## src/rtl/tick_divider_multi.sv

```systemverilog
// tick_divider_multi: NCH independent programmable clock dividers emitting one-cycle ticks.
// Define TICK_DIV_SQUARE_EN to add the per-channel square-wave output sq.
module tick_divider_multi #(
   parameter int NCH     = 4,
   parameter int W       = 27,
   parameter int DIV_DEF = 1000,
   localparam int CW     = (NCH > 1) ? $clog2(NCH) : 1
) (
   input  logic           clk,
   input  logic           rst,
   input  logic [NCH-1:0] en,
   input  logic [NCH-1:0] clr,
   input  logic           cfg_we,
   input  logic [CW-1:0]  cfg_ch,
   input  logic [W-1:0]   cfg_div,
   output logic [NCH-1:0] tick,
   output logic           cfg_err
`ifdef TICK_DIV_SQUARE_EN
   ,
   output logic [NCH-1:0] sq
`endif
);

   localparam logic [W-1:0]  DIV_RST = W'(DIV_DEF);
   localparam logic [W-1:0]  ONE_W   = W'(1);
   localparam logic [31:0]   NCH_U   = 32'(NCH);

   logic [W-1:0]   div_q   [NCH];
   logic [W-1:0]   count_q [NCH];
   logic [31:0]    ch_ext;
   logic           cfg_ok;
   logic           cfg_bad;
   logic [NCH-1:0] wr_sel;

   // Config port is a bare strobe with no back-pressure: every cycle with cfg_we=1 is
   // one request, either applied at that edge or reported on cfg_err one cycle later.
   always_comb begin
      ch_ext  = 32'(cfg_ch);
      cfg_ok  = cfg_we && (ch_ext < NCH_U) && (cfg_div != '0);
      cfg_bad = cfg_we && !cfg_ok;
      wr_sel  = '0;
      for (int unsigned i = 0; i < NCH; i++) begin
         wr_sel[i] = cfg_ok && (ch_ext == i);
      end
   end

   always_ff @(posedge clk or negedge rst) begin
      if (!rst) begin
         for (int i = 0; i < NCH; i++) begin
            div_q[i]   <= DIV_RST;
            count_q[i] <= '0;
         end
         tick    <= '0;
         cfg_err <= 1'b0;
`ifdef TICK_DIV_SQUARE_EN
         sq      <= '0;
`endif
      end else begin
         cfg_err <= cfg_bad;
         for (int i = 0; i < NCH; i++) begin
            if (wr_sel[i]) begin
               div_q[i]   <= cfg_div;
               count_q[i] <= '0;
               tick[i]    <= 1'b0;
`ifdef TICK_DIV_SQUARE_EN
               sq[i]      <= 1'b0;
`endif
            end else if (clr[i]) begin
               count_q[i] <= '0;
               tick[i]    <= 1'b0;
`ifdef TICK_DIV_SQUARE_EN
               sq[i]      <= 1'b0;
`endif
            end else if (en[i]) begin
               // count runs 0..div-1, so the tick lands on the div-th enabled edge
               if (count_q[i] == div_q[i] - ONE_W) begin
                  count_q[i] <= '0;
                  tick[i]    <= 1'b1;
`ifdef TICK_DIV_SQUARE_EN
                  sq[i]      <= ~sq[i];
`endif
               end else begin
                  count_q[i] <= count_q[i] + ONE_W;
                  tick[i]    <= 1'b0;
               end
            end else begin
               tick[i] <= 1'b0;
            end
         end
      end
   end

endmodule

```

## config.mk

```make
export PLATFORM = sky130hd
export DESIGN_NAME = tick_divider_multi
export DESIGN_NICKNAME = d
export VERILOG_FILES = /design/src/rtl/tick_divider_multi.sv
export SDC_FILE = /design/constraint.sdc
export NUM_CORES = 1
export LEC_CHECK = 0
export BUFFER_PORTS_ARGS = -buffer_cell sky130_fd_sc_hd__buf_2
export CAP_MARGIN = 5
export CORE_MARGIN = 4
export CORE_UTILIZATION = 40
export CTS_BUF_LIST = sky130_fd_sc_hd__clkbuf_4 sky130_fd_sc_hd__clkbuf_8 sky130_fd_sc_hd__clkbuf_16
export DETAILED_ROUTE_END_ITERATION = 7
export GPL_TIMING_DRIVEN = 0
export PLACE_DENSITY_LB_ADDON = 0.25
export SYNTH_ARGS = -nofsm -noshare
export SYNTH_HDL_FRONTEND = slang
export SYNTH_SLANG_ARGS = --single-unit
```

## constraint.sdc

```tcl
create_clock -name clk -period 6.1 [get_ports clk]
set_input_delay 0.915 -clock clk [delete_from_list [all_inputs] [get_ports clk]]
set_output_delay 0.915 -clock clk [all_outputs]
set_load 0.02 [all_outputs]
```

==> summary.md, run 1 <==
| Metric | Value |
|---|---|
| P&R area growth vs syn | 12.8% |
| Buf/Inv on CP | 2 |
| DR vias/cell | around 5.9 |
| CTS clk-pin slew, worst paths | 60 ps |
| CP arrival | 4500 ps |
| Synth cell count leaders | 197 x dfrtp_1, 124 x nor2_1, 108 x mux2_2 |
| MaxCap Viol Count | 0 |
| Max-slew violations | 0 |
| Die ar. | between 30000 and 40000 µm² |
| Synthesized net count | roughly 1600 |
| Port bufs | between 40 and 50 |
| Layout Cells excl Fill | roughly 2100 |
| Yosys warns | 0 |
| Max FO, Critical Path | 10 |
| Post-DP HPWL | slightly below 30000 µm |
| Family with the most delay on the worst path | simple AND/OR/NAND/NOR gates |
| Grt met1 use | 0.293 |
| Final Setup Violations | 0 |
| Fmax | ~250 MHz |
| Peak supply drop | roughly 220 µV |
| GR peak layer | met2 |
| Clk sink count | 221 |
| Post-Route WL | 40700 µm |
| PD cells | 275 nW/µm² |
| Vias post-DR | 12600 |
| Asr flop ratio synth | 1.00 |
| Clock buffer depth | 3 |
| Largest area contributor in the netlist | dfrtp_1 |
| Netlist cell types | 82 |
| Root Driver | clkbuf_16 |
| M3 GR Usage | 0.0274 |
| RSZ-0062 raised after global routing | false |
| Kind of critical path | reg -> reg |
| CP required | about 6500 ps |
| Initial Util | 0.407 |
| CTS Hold Buffers Added | 0 |
| Routing usage on met2 | 0.329 |
| Ant diodes | 0 |
| Tmin final | slightly above 4000 ps |
| First-pass GRT wire length | around 65000 µm |
| Worst skew pair latency | between 500 and 600 ps |
| Most common cell in the netlist | dfrtp_1 |
| Final hold vios | 0 |
| Initial drt markers | a little over 700 |
| Area share of the largest cell type after synthesis | 0.340 |
| Primary FF master, synth | dfrtp_1 |
| CTS tree | built |
| Outcome | finished clean |
| Ports | between 40 and 50 |
| Die Width | a little under 200 µm |
| EDFF count, synth | 0 |
| Post-Place Cells | slightly above 2000 |
| Die H | about 200 µm |
| Total power | ~4500 µW |
| Nets | 1693 |
| Synthesized flop and latch total | about 220 |
| Post-synthesis cell area | ~14000 µm² |
| Worst Tran Pin Value | between 1000 and 1500 ps |
| Final GP Congestion | 0.865 |
| # rows | 69 |
| First-pass detailed-route iteration total | 5 |
| Vias in the first global route | 11900 |
| Cells after Synth | 1571 |
| Ranking of synthesized cells by area | dfrtp_1 34%, mux2_2 8.4%, xnor2_1 4.5% |
| Initial antenna violation count | 0 |
| Tightest Hold Check Type | in -> async |
| Grt total ovfl | 0 |
| Core Box Area | 35700 µm² |
| Setup_tns | 0 ps |
| Startpoint Class | register |
| Worst slew margin | 0.259 |
| Post-route antenna net violation count | 0 |
| Post-CTS Setup Repair Bufs | 0 |
| Register area share after synthesis | 0.384 |
| Setup crit end kind | register |
| Gr usage total | 0.203 |
| Fin crit share | 0.669 |
| Fraction of layout instances using a drive strength above 1 | 0.152 |
| Clk_skew | approximately 19 ps |
| DRC viols | 0 |
| Lkg Pwr | roughly 0.0065 µW |
| Slowest cell on crit path | nor4_2 |
| Synth Area per Inst | between 9 and 10 µm² |
| Largest net degree at the start of global routing | ~130 |
| Cts bufs inserted | 27 |
| H-tree levels | 1 |
| Cell chain of the critical path | inv_1, ha_1, nor3b_1, nand3_1, o41ai_1, nand2_1, nor4_2, nor2_1, clkbuf_1, a22o_1 |
| Crit-path max cell delay | between 600 and 700 ps |
| Drt wl/cell | 19.1 µm |
| Post-CTS Resized | 0 |
==> through the flow <==
stage / util / instance area (µm²) / hold WS, ps / setup WS (ps)
CTS: 0.459 / 16400 / 447 / 2020
floorplan: - / 14500 / 482 / 2740
finish: 0.459 / 16400 / 423 / 2020
global placement: 0.429 / 15300 / 510 / 119
global route: 0.459 / 16400 / 471 / 1720
detailed placement: 0.430 / 15300 / 521 / 1770
==> placed cells by master (no fill, tap or decap), types with 8 or more instances in the layout <==
cell / instances
mux2_2: 108
a221o_1: 33
dfrtp_1: 197
nand2_1: 99
o211ai_1: 15
and4_1: 9
a21o_1: 9
xor2_1: 73
or4_1: 19
ha_1: 8
clkbuf_1: 72
mux2i_1: 12
buf_2: 47
xnor2_1: 74
nor2_1: 124
nor3b_1: 12
o21ai_0: 25
nand4_1: 38
inv_1: 47
nand2b_1: 14
nand3b_1: 8
clkbuf_16: 27
nor4_1: 60
nor3_1: 69
and2_1: 20
and3_1: 30
nor4b_1: 9
nand3_1: 91
o31ai_1: 20
o22ai_1: 8
a211oi_1: 19
nor2b_1: 30
or3_1: 27
a21oi_1: 21
a22o_1: 17
a31oi_1: 19
dfstp_2: 24
==> flip-flops by register name, indices dropped and copies added (netlist names) <==
signal	cells
count_q	108
div_q	108
tick	4
cfg_err	1
==> layout make-up <==
cell class,count,area (µm²)
clock buffer,35,754
multi-input combinational,1217,8420
tap,461,577
timing repair buffer,45,260
clock inverter,15,264
buffer,86,345
fill,3385,19300
inverter,47,176
sequential,221,5560
==> cells by family after synthesis <==
kind of cell,synth area share
fa+ha+maj,0.00690
compound gates,0.131
xor+xnor,0.0904
simple gates,0.260
buf+inv,0.0360
mux,0.0922
flops,0.383
==> worst paths after layout <==
| path | startpoint | endpoint | slack, ps | depth (start not counted) |
|---|---|---|---|---|
| max in group asynchronous | rst | div_q[56] | 4570 | 2 |
| min in group clk | div_q[26] | div_q[26] | 530 | 1 |
| setup / recovery | div_q[27] | count_q[33] | 2020 | 10 |
| hold reg to reg | div_q[26] | div_q[26] | 530 | 1 |
| hold / removal | rst | count_q[17] | 420 | 1 |
| setup reg to reg | div_q[27] | count_q[33] | 2020 | 10 |
==> power by group <==
group          total [µW]  internal [µW]  leakage [µW]  switching, µW
sequential           1830           1630       0.00282            197
clock                1830           1170      0.000505            662
combinational         832            377       0.00322            454
==> metal layers <==
metal / part of all wire / wire length [µm] / up-vias
li1: - / - / 6023
met1: 0.47 / 19300 / 6271
met3: 0.047 / 1900 / 55
met5: 0 / 0 / -
met4: 0.019 / 773 / 0
met2: 0.46 / 18800 / 296
Power figures use the tool's default switching activity.
==> run 2: changes to the inputs <==
==> constraint.sdc (replaced) <==
create_clock -name clk -period 3.75 [get_ports clk]
set_input_delay 0.5625 -clock clk [delete_from_list [all_inputs] [get_ports clk]]
set_output_delay 0.5625 -clock clk [all_outputs]
set_load 0.02 [all_outputs]
==> run 2 against run 1 <==
- critical path depth up 2
- critical path type unchanged
- flip-flop and latch count unchanged
- critical endpoint is now count_q[100]
- clock skew up 2.2 ps
- wire length about the same
- maximum frequency up 14%
==> summary.md, run 2 (synthesis gave the netlist of run 1 again) <==
| Metric | Value |
|---|---|
| CTS tree | built |
| Most common library cell in the layout ignoring fill and taps | dfrtp_1 |
| Max-slew violations | 0 |
| Startpoint Class | register |
| Initial antenna violation count | 0 |
| Root Driver | clkbuf_16 |
| CTS clk-pin slew, worst paths | ~60 ps |
| Outcome | finished clean |
| Grt total ovfl | 0 |
| Kind of critical path | reg -> reg |
| Initial drt markers | between 700 and 800 |
| Worst Tran Pin Value | between 800 and 900 ps |
| First-pass GRT wire length | around 66000 µm |
| Final GP Congestion | 0.865 |
| Peak supply drop | between 300 and 400 µV |
| Slowest cell on crit path | or4_1 |
| Fin crit share | 0.955 |
| Finished Cell Area | 16500 µm² |
| Largest net degree at the start of global routing | 126 |
| Crit-path max cell delay | between 400 and 500 ps |
| DRC viols | 0 |
| Cts bufs inserted | 27 |
| Core Box Area | 35700 µm² |
| Worst skew pair latency | 550 ps |
| Initial Util | 0.407 |
| Final hold vios | 0 |
| Die H | between 150 and 200 µm |
| Gr usage total | 0.203 |
| Clk sink count | 221 |
| Vias post-DR | about 13000 |
| Family with the most delay on the worst path | simple AND/OR/NAND/NOR gates |
| PD cells | between 400 and 500 nW/µm² |
| Setup_tns | 0 ps |
| Cell chain of the critical path | buf_2, or4_1, buf_2, or4_4, a2111oi_4, o211ai_1, nor4_1, nor4b_4, buf_4, nor2_2, buf_2, a221o_1 |
| Tmin final | between 3000 and 4000 ps |
| Die Width | 198 µm |
| Tightest Hold Check Type | in -> async |
| Vias in the first global route | around 12000 |
| Clock buffer depth | 3 |
| Nets | 1700 |
| Ports | 45 |
| Setup crit end kind | register |
| Die ar. | between 30000 and 40000 µm² |
| Lkg Pwr | 0.00663 µW |
| RSZ-0062 raised after global routing | false |
| Clk_skew | between 20 and 25 ps |
| DP Area | 15300 µm² |
| MaxCap Viol Count | 0 |
| Post-route antenna net violation count | 0 |
| P&R area growth vs syn | 13.7% |
| # rows | 69 |
| Max FO, Critical Path | 10 |
| CP required | about 4200 ps |
| Largest registers | count_q: 108 flops, div_q: 108 flops, tick: 4 flops |
| Buf/Inv on CP | 4 |
| Most frequent CP cell | buf_2 |
| Total power | about 7300 µW |
| Commonest non-fill, non-tap cells in the layout | 197 x dfrtp_1, 122 x nor2_1, 108 x mux2_2 |
| DR vias/cell | approximately 5.9 |
| Worst slew margin | 0.461 |
| Final Setup Violations | 0 |
| Post-DP HPWL | ~29000 µm |
| First-pass detailed-route iteration total | 5 |
| Port bufs | 43 |
| CTS Hold Buffers Added | 0 |
| Fraction of layout instances using a drive strength above 1 | 0.167 |
| Drt wl/cell | between 15 and 20 µm |
| CP arrival | 4010 ps |
| Fmax | ~280 MHz |
| H-tree levels | 1 |
| Post-Route WL | just over 40000 µm |
run 2: changes by cell type in the layout (fill, tap and decap cells not counted), sizes merged:
| cell | change |
|---|---|
| diode | +1 |
| buf | +7 |
run 2: path summary, 6_finish.rpt:
| path | cells past startpoint | startpoint | slack, ps | end |
|---|---|---|---|---|
| min | 1 | rst | 70 | count_q[17] |
| max reg2reg | 12 | div_q[83] | 170 | count_q[100] |
| min in group clk | 3 | cfg_we | 340 | cfg_err |
| min reg2reg | 1 | div_q[26] | 530 | div_q[26] |
| max in group asynchronous | 2 | rst | 2580 | div_q[56] |
| max | 12 | div_q[83] | 170 | count_q[100] |
run 2: layout make-up:
| class | count | area [µm²] |
|---|---|---|
| antenna | 1 | 2.50 |
| buffer | 86 | 353 |
| clock buffer | 35 | 754 |
| clock inverter | 15 | 264 |
| fill | 3374 | 19200 |
| inverter | 47 | 176 |
| multi-input combinational | 1217 | 8490 |
| sequential | 221 | 5560 |
| tap | 461 | 577 |
| timing repair buffer | 52 | 313 |
run 2: per-layer routing:
metal / routed length (µm) / part of all wire / global-route usage / vias up
met5: 0 / 0 / 0 / -
met4: 792 / 0.019 / 0.0413 / 0
met3: 1900 / 0.047 / 0.0274 / 59
met2: 18800 / 0.46 / 0.330 / 303
met1: 19200 / 0.47 / 0.293 / 6243
li1: - / - / - / 6042
run 2: stage by stage:
step / hold WS (ps) / utilization / instances / setup WS (ps)
3_3_place_gp: 510 / 0.429 / 2075 / -1880
3_5_place_dp: 521 / 0.430 / 2077 / -320
5_1_grt: 118 / 0.462 / 2134 / 2.21
2_1_floorplan: 267 / - / 1571 / 441
6_report: 65.1 / 0.462 / 2135 / 170
4_1_cts: 94.2 / 0.461 / 2132 / 19.7
run 2: what timing repair did:
action                                  CTS  global route
gates resized for setup                   5            20
buffers inserted                          5             2
pin swaps                                 1             1
endpoints found under the setup margin   83            75
endpoints found under the hold margin     0             0
run 2: power breakdown:
group / switching (µW) / total, µW / internal (µW)
clock: 1080 / 2980 / 1900
combinational: 747 / 1360 / 618
sequential: 323 / 2970 / 2650
